File: config.mk
export PLATFORM = sky130hd
export DESIGN_NAME = strobe_gen
export DESIGN_NICKNAME = d
export VERILOG_FILES = /design/src/rtl/strobe_gen.sv
export SDC_FILE = /design/constraint.sdc
export NUM_CORES = 1
export LEC_CHECK = 0
export CAP_MARGIN = 20
export CORE_MARGIN = 2
export CORE_UTILIZATION = 57
export DETAILED_ROUTE_END_ITERATION = 10
export GPL_TIMING_DRIVEN = 0
export PLACE_DENSITY = 0.8
export SLEW_MARGIN = 15
export SYNTH_ARGS = -nofsm -noshare
export SYNTH_HDL_FRONTEND = slang
export SYNTH_SLANG_ARGS = --single-unit
File: constraint.sdc
create_clock -name clk -period 4.3 [get_ports clk]
set_input_delay 1.29 -clock clk [delete_from_list [all_inputs] [get_ports clk]]
set_output_delay 1.29 -clock clk [all_outputs]
set_load 0.03 [all_outputs]
File: src/rtl/strobe_gen.sv
// Programmable single-cycle strobe generator: emits a burst of one-cycle
// strobes spaced by a latched period, with a delayed copy and run status.
module strobe_gen #(
    parameter int PERIOD_WIDTH = 8,
    parameter int COUNT_WIDTH  = 4
) (
    input  logic                    clk,
    input  logic                    reset_n,
    input  logic                    start,
    input  logic                    stop,
    input  logic [PERIOD_WIDTH-1:0] period,
    input  logic [COUNT_WIDTH-1:0]  burst,
    output logic                    strobe,
    output logic                    strobe_q,
    output logic                    busy,
    output logic                    done,
    output logic [COUNT_WIDTH-1:0]  strobe_count
);

    typedef enum logic {
        IDLE,
        RUN
    } state_t;

    localparam logic [PERIOD_WIDTH-1:0] PERIOD_ONE = PERIOD_WIDTH'(1);
    localparam logic [COUNT_WIDTH-1:0]  COUNT_ONE  = COUNT_WIDTH'(1);

    state_t                  state;
    logic [PERIOD_WIDTH-1:0] period_lat;
    logic [COUNT_WIDTH-1:0]  burst_lat;
    logic [PERIOD_WIDTH-1:0] phase;
    logic [PERIOD_WIDTH-1:0] period_eff;

    assign period_eff = (period == '0) ? PERIOD_ONE : period;

    // phase holds the number of edges left before the next strobe is due;
    // it reloads with period-1 so a strobe lands every period_lat clocks.
    always_ff @(posedge clk or negedge reset_n) begin
        if (!reset_n) begin
            state        <= IDLE;
            period_lat   <= '0;
            burst_lat    <= '0;
            phase        <= '0;
            strobe       <= 1'b0;
            strobe_q     <= 1'b0;
            busy         <= 1'b0;
            done         <= 1'b0;
            strobe_count <= '0;
        end else begin
            strobe_q <= strobe;
            done     <= 1'b0;
            case (state)
                IDLE: begin
                    strobe <= 1'b0;
                    if (start && !stop) begin
                        state        <= RUN;
                        period_lat   <= period_eff;
                        burst_lat    <= burst;
                        phase        <= period_eff - PERIOD_ONE;
                        strobe       <= 1'b1;
                        busy         <= 1'b1;
                        strobe_count <= COUNT_ONE;
                    end
                end
                RUN: begin
                    if (stop) begin
                        state  <= IDLE;
                        strobe <= 1'b0;
                        busy   <= 1'b0;
                        done   <= 1'b1;
                    end else if (burst_lat != '0 && strobe_count == burst_lat) begin
                        // Count reaches the burst on the last strobe; end one edge later.
                        state  <= IDLE;
                        strobe <= 1'b0;
                        busy   <= 1'b0;
                        done   <= 1'b1;
                    end else if (phase == '0) begin
                        strobe       <= 1'b1;
                        phase        <= period_lat - PERIOD_ONE;
                        strobe_count <= strobe_count + COUNT_ONE;
                    end else begin
                        strobe <= 1'b0;
                        phase  <= phase - PERIOD_ONE;
                    end
                end
                default: begin
                    state  <= IDLE;
                    strobe <= 1'b0;
                    busy   <= 1'b0;
                end
            endcase
        end
    end

endmodule

==> key figures, run 1 <==
Die
  – Chip height: 57.13 µm
  – Die area: 3264 µm²
  – Die extent in x: 57.13 µm
  – Core area: 2710 µm²
  – Initial Util: 59.37%
  – Boundary Pins: 24
  – Row count: 19

STA
  – Final min period: 3.179 ns
  – Final Hold Fails: 0
  – Setup TNS: 0 ns
  – Fin crit share: 73.92%
  – RSZ-0062 raised after global routing: no
  – Max_slew headroom: 46.12%
  – Setup-failing EPs final: 0
  – Max Freq: 314.6 MHz
  – Worst-margin pin slew: 0.8020 ns
  – Clock skew: 0.01014 ns
  – Hold_ws: 0.3891 ns
  – Final slew viol count: 0

Synth
  – Number of synthesized flops with an enable pin: 0
  – Synth top area cells: dfrtp_1 45%, mux2_2 10%, nand2_1 2.8%
  – Multiplexer share of the synthesized area: 11.82%
  – Yosys cell types: 50
  – Synth async-reset ratio: 100.0%
  – Netlist Area Pre-Place: 1609 µm²
  – Complex-gate fraction of the synthesized area: 15.24%
  – Synth Register Bits: 29
  – Post-synth net total: 173
  – Synth Area in XOR/XNOR: 3.266%
  – Adder-cell share of the synthesized area: 1.555%
  – Yosys top cell by area: dfrtp_1
  – Main combinational cell family by area after synthesis: simple AND/OR/NAND/NOR gates
  – Synth Instances: 155
  – Simple logic cell fraction of the synthesized area: 20.14%
  – Register area share after synthesis: 45.10%
  – Top_reg_cell synth: dfrtp_1
  – Avg Inst Size Synth: 10.38 µm²
  – Yosys top cell area share: 45.10%
  – Ys Warns: 0

Global routing
  – First-pass GRT wire length: 5871 µm
  – Largest net degree at the start of global routing: 30
  – Global-route total usage across every layer: 23.59%
  – Antenna violations before repair: 0
  – Grt total ovfl: 0
  – Vias in the first global route: 1269

Route
  – DR iter-0 viols: 68
  – DRC: 0
  – Antenna Nets Post-Route: 0
  – Via density per instance: 6.065
  – Routed wire length: 3452 µm
  – Routed vias: 1304
  – WL per Instance: 16.06 µm
  – DRT Pass-1 Iters: 4

CTS
  – Post-CTS setup buffers: 0
  – Clk buf depth: 2
  – CTS sink cnt: 29
  – TritonCTS Buffers: 5
  – Gates resized, CTS repair: 0
  – CTS Hold Buffers Added: 0
  – CTS H-tree depth: 2
  – Clock Pin Slew Worst Setup and Hold Paths: 0.08 ns
  – Root Buffer: clkbuf_4
  – CTS tree: done
  – Clock latency on the worst-skew pair: 0.32 ns

Setup path
  – Setup CP Type: primary input to flop
  – Crit-path cells: clkdlybuf4s50_1, nor2_1, a311oi_1, or2_2, ha_1, o21a_1, a2bb2oi_1, a21oi_1, o31a_1
  – Worst endpoint data arrival time: 3.38 ns
  – Worst Setup End Kind: flop
  – Worst Path Required: 4.50 ns
  – Slowest Stage Delay on Critical Path: 0.58 ns
  – Critical-path top delay cell: clkdlybuf4s50_1
  – Max FO, Critical Path: 4
  – Setup crit start kind: primary input

Flow run
  – Max_cap viols: 0

Finish
  – Layout cells sized above 1: 17.93%
  – # diodes: 0
  – Multi-input logic area: 837.1 µm²
  – Layout area overhead: 19.05%
  – Most frequent cells in the layout: 29 x dfrtp_1, 22 x clkdlybuf4s50_1, 15 x mux2_2
  – Final nets: 203
  – Fillers: 229
  – FF/Latch Area: 725.7 µm²
  – Most common cell after layout, fill and taps aside: dfrtp_1
  – Final Instance Area: 1916 µm²

Placed design
  – Placed cell area: 1873 µm²
  – GPL Wtd Cong: 0.9172
  – Hpwl dp: 2667 µm
  – # port buffers: 23

Min path
  – Hold Crit Class: flop to flop

Power
  – Leakage power: 0.8285 nW
  – Peak VDD IR: 312.8 µV
  – PwrDens: 401.7 nW/µm²

Outcome
  – Status: completed
## power breakdown
part           switching, mW  internal (mW)
logic                  0.123          0.118
clock network         0.0833         0.0565
registers             0.0600          0.329
total                  0.266          0.503
## per-stage QoR
step,setup WS (ns),total power [mW],instances,utilization [%]
global route,0.9947,0.8192,215,70.68
floorplan,1.499,0.5455,155,-
CTS,1.164,0.7767,215,70.68
detailed placement,0.8188,0.6335,209,69.11
global placement,0.8609,0.6257,209,69.30
finish,1.121,0.7695,215,70.68
## registers in the layout, indices dropped and copies added, names as in the netlist
| name | cells |
|---|---|
| strobe_q | 1 |
| period_lat | 8 |
| phase | 8 |
| strobe_count | 4 |
| burst_lat | 4 |
| done | 1 |
| strobe | 1 |
| busy | 1 |
| state | 1 |
## worst max-delay path: cells and delay by family
| kind | cells | cell delay (ns) |
|---|---|---|
| simple gates | 2 | 0.29 |
| fa+ha+maj | 1 | 0.19 |
| compound gates | 5 | 1.04 |
| buf+inv | 1 | 0.58 |
## cell usage after synthesis, types with 2 or more instances
cell	instances
a21oi_1	3
a221o_1	2
a31oi_1	2
and2_1	2
and3_1	4
buf_2	4
dfrtp_1	29
ha_1	2
inv_1	5
mux2_2	15
nand2_1	12
nand2b_1	2
nand3_1	4
nand4_1	4
nor2_1	9
nor2b_1	4
nor3_1	5
o211ai_1	3
o21a_1	4
o21ai_0	6
xnor2_1	3
xor2_1	3
## routing by layer
metal / global-route usage [%] / wire length, µm / vias up
met4: 10.30 / 59 / 0
met3: 5.669 / 233 / 8
met1: 33.78 / 1595 / 616
li1: - / - / 631
met2: 34.32 / 1564 / 49
met5: 0 / 0 / -
## layout make-up
class	instances	share of cell area [%]
multi-input combinational	115	43.70
sequential	29	37.88
timing repair buffer	23	11.76
tap	31	2.025
clock buffer	5	1.960
buffer	5	1.241
inverter	6	1.176
clock inverter	1	0.2613
## final timing paths
check / from / to / slack [ns] / cells past startpoint
worst max-delay path: period[2] / phase[4] / 1.12 / 9
worst min-delay path: strobe / strobe_q / 0.39 / 0
worst max register to register: phase[3] / phase[4] / 1.68 / 7
worst min register to register: strobe / strobe_q / 0.39 / 0
max in group asynchronous: reset_n / done / 2.91 / 1
min in group asynchronous: reset_n / busy / 0.98 / 1
## kinds of logic (layout without fill, tap and decap cells)
kind of cell / Yosys count / count (layout)
AND/OR/NAND/NOR: 57 / 57
buffers and inverters: 11 / 40
multiplexers: 17 / 17
adder cells (fa/ha/maj): 2 / 2
flip-flops: 29 / 29
AO/OA/AOI/OAI: 33 / 33
XOR/XNOR: 6 / 6
Note: power is estimated with default switching activity, not from simulation.
==> inputs of run 2 (changes only) <==
- CORE_UTILIZATION: 57 -> 48
- PLACE_DENSITY: 0.8 -> 0.72
- clock period: 4.3 -> 2.9 ns (I/O delays scaled with it)
==> run 2 against run 1 <==
Sequential power grew 47%. Register-to-register slack lost 1.4 ns. Combinational power grew 50%. Final area grew 1.6%. Final cell count grew 7.9%. Non-clock buffer count is the same. Core utilization shrank 11 points. Clock-buffer cell count is the same. Routed wire length grew 3.9%. Critical path depth shrank 1. Die area grew 17%. Highest routed layer unchanged. Hold slack gained 0.0019 ns. Critical path type unchanged.
==> key figures, run 2 (synthesis results as in run 1) <==
CTS
  – Gates resized, CTS repair: 0 (unchanged)
  – Post-CTS setup buffers: 0 (unchanged)
  – CTS tree: done (unchanged)
  – Root Buffer: clkbuf_4 (unchanged)
  – TritonCTS Buffers: 5 (unchanged)
  – Clk buf depth: 2 (unchanged)
  – CTS Hold Buffers Added: 0 (unchanged)
  – Clock latency on the worst-skew pair: 0.33 ns (was 0.32 ns)
  – Clock Pin Slew Worst Setup and Hold Paths: 0.10 ns (was 0.08 ns)
  – CTS H-tree depth: 2 (unchanged)
  – CTS sink cnt: 29 (unchanged)

Route
  – Routed vias: 1361 (was 1304)
  – Antenna Nets Post-Route: 0 (unchanged)
  – DRC: 0 (unchanged)
  – WL per Instance: 15.46 µm (was 16.06 µm)
  – Routed wire length: 3586 µm (was 3452 µm)
  – Via density per instance: 5.866 (was 6.065)
  – DR iter-0 viols: 70 (was 68)
  – DRT Pass-1 Iters: 4 (unchanged)

Finish
  – Largest registers: period_lat x8, phase x8 (unchanged)
  – Layout cells sized above 1: 18.82% (was 17.93%)
  – Final nets: 203 (unchanged)
  – Non-Filler Instances: 232 (was 215)
  – Most common cell after layout, fill and taps aside: dfrtp_1 (unchanged)
  – # diodes: 0 (unchanged)
  – Layout Utilization: 59.28% (was 70.68%)
  – Most frequent cells in the layout: 29 x dfrtp_1, 22 x clkdlybuf4s50_1, 15 x mux2_2 (unchanged)
  – Layout area overhead: 21.00% (was 19.05%)

Global routing
  – Antenna violations before repair: 0 (unchanged)
  – Grt total ovfl: 0 (unchanged)
  – Global-route total usage across every layer: 21.07% (was 23.59%)
  – Vias in the first global route: 1192 (was 1269)
  – First-pass GRT wire length: 5768 µm (was 5871 µm)
  – Largest net degree at the start of global routing: 30 (unchanged)

Placed design
  – DP Worst Slack: -0.1238 ns (was 0.8188 ns)
  – Hpwl dp: 2710 µm (was 2667 µm)
  – GPL Wtd Cong: 0.8952 (was 0.9172)
  – Placed cells: 224 (was 209)
  – # port buffers: 23 (unchanged)

Setup path
  – Largest delay share family, worst path: simple AND/OR/NAND/NOR gates (was compound AO/OA/AOI/OAI gates)
  – Crit-path cells: clkdlybuf4s50_1, nor2_1, a311oi_1, or2_2, ha_1, o21a_1, and3_1, o31a_1 (was clkdlybuf4s50_1, nor2_1, a311oi_1, or2_2, ha_1, o21a_1, a2bb2oi_1, a21oi_1, o31a_1)
  – Worst Setup End Kind: flop (unchanged)
  – Critical-path top delay cell: clkdlybuf4s50_1 (unchanged)
  – Max FO, Critical Path: 4 (unchanged)
  – Setup crit start kind: primary input (unchanged)
  – Setup CP Type: primary input to flop (unchanged)
  – Worst Path Required: 3.12 ns (was 4.50 ns)
  – Slowest Stage Delay on Critical Path: 0.45 ns (was 0.58 ns)
  – Worst r2r src: phase[1] (was phase[3])
  – CP bufs+invs: 1 (unchanged)
  – Worst endpoint data arrival time: 2.94 ns (was 3.38 ns)
  – Crit path from: period[6] (was period[2])

STA
  – Clock skew: 0.009261 ns (was 0.01014 ns)
  – Hold_ws: 0.3910 ns (was 0.3891 ns)
  – Final min period: 2.715 ns
  – Worst setup margin: 0.1851 ns (was 1.121 ns)
  – Setup-failing EPs final: 0 (unchanged)
  – Setup TNS: 0 ns (unchanged)
  – Final slew viol count: 0 (unchanged)
  – Max Freq: 368.3 MHz
  – Max_slew headroom: 39.98% (was 46.12%)
  – Worst-margin pin slew: 0.8934 ns (was 0.8020 ns)
  – Fin crit share: 93.62%
  – RSZ-0062 raised after global routing: no (unchanged)
  – Final Hold Fails: 0 (unchanged)

Die
  – Die area: 3831 µm² (was 3264 µm²)
  – Row count: 21 (was 19)
  – Chip height: 61.90 µm (was 57.13 µm)
  – Die extent in x: 61.90 µm (was 57.13 µm)
  – Initial Util: 48.99% (was 59.37%)
  – Boundary Pins: 24 (unchanged)
  – Core area: 3284 µm² (was 2710 µm²)

Outcome
  – Status: completed (unchanged)

Min path
  – Hold Startpoint: strobe (unchanged)
  – Hold Crit Class: flop to flop (unchanged)

Flow run
  – Max_cap viols: 0 (unchanged)

Power
  – Peak VDD IR: 331.0 µV (was 312.8 µV)
  – Leakage power: 0.8325 nW (was 0.8285 nW)
  – PwrDens: 604.1 nW/µm² (was 401.7 nW/µm²)
## run 2: cell types whose count changed in the layout (fill, tap and decap cells not counted)
cell / previous run / this run
clkinv_2: 1 / 2
clkinvlp_4: 0 / 1
## run 2: area by class of cell
class	count	area (µm²)
buffer	5	23.77
timing repair buffer	23	225.2
fill	292	1338
tap	46	57.56
sequential	29	725.7
inverter	6	22.52
multi-input combinational	115	837.1
clock buffer	5	37.54
clock inverter	3	17.52
## run 2: worst paths after layout
check	end	slack, ns	cells after the start
worst min-delay path	strobe_q	0.39	0
worst min register to register	strobe_q	0.39	0
worst max-delay path	phase[4]	0.19	8
min in group asynchronous	strobe	0.54	1
max in group asynchronous	phase[4]	1.94	1
worst max register to register	phase[4]	0.24	7
## run 2: metrics by stage
stage / power, mW / instance area, µm²
6_report: 1.176 / 1947
5_1_grt: 1.248 / 1947
4_1_cts: 1.184 / 1947
3_5_place_dp: 0.9400 / 1892
3_3_place_gp: 0.9301 / 1897
2_1_floorplan: 0.8088 / 1609
## run 2: per-layer routing
metal  vias to the layer above  routed length, µm  GRT usage [%]
met5                         -                  0              0
met4                         0                 69          7.599
met3                         8                217          4.969
met2                        54               1607          28.72
met1                       661               1692          32.37
li1                        638                  -              -
## run 2: power by group
group / total, mW / switching, mW / internal [mW]
Clock: 0.242 / 0.151 / 0.0912
Combinational: 0.361 / 0.186 / 0.174
Sequential: 0.573 / 0.0855 / 0.488
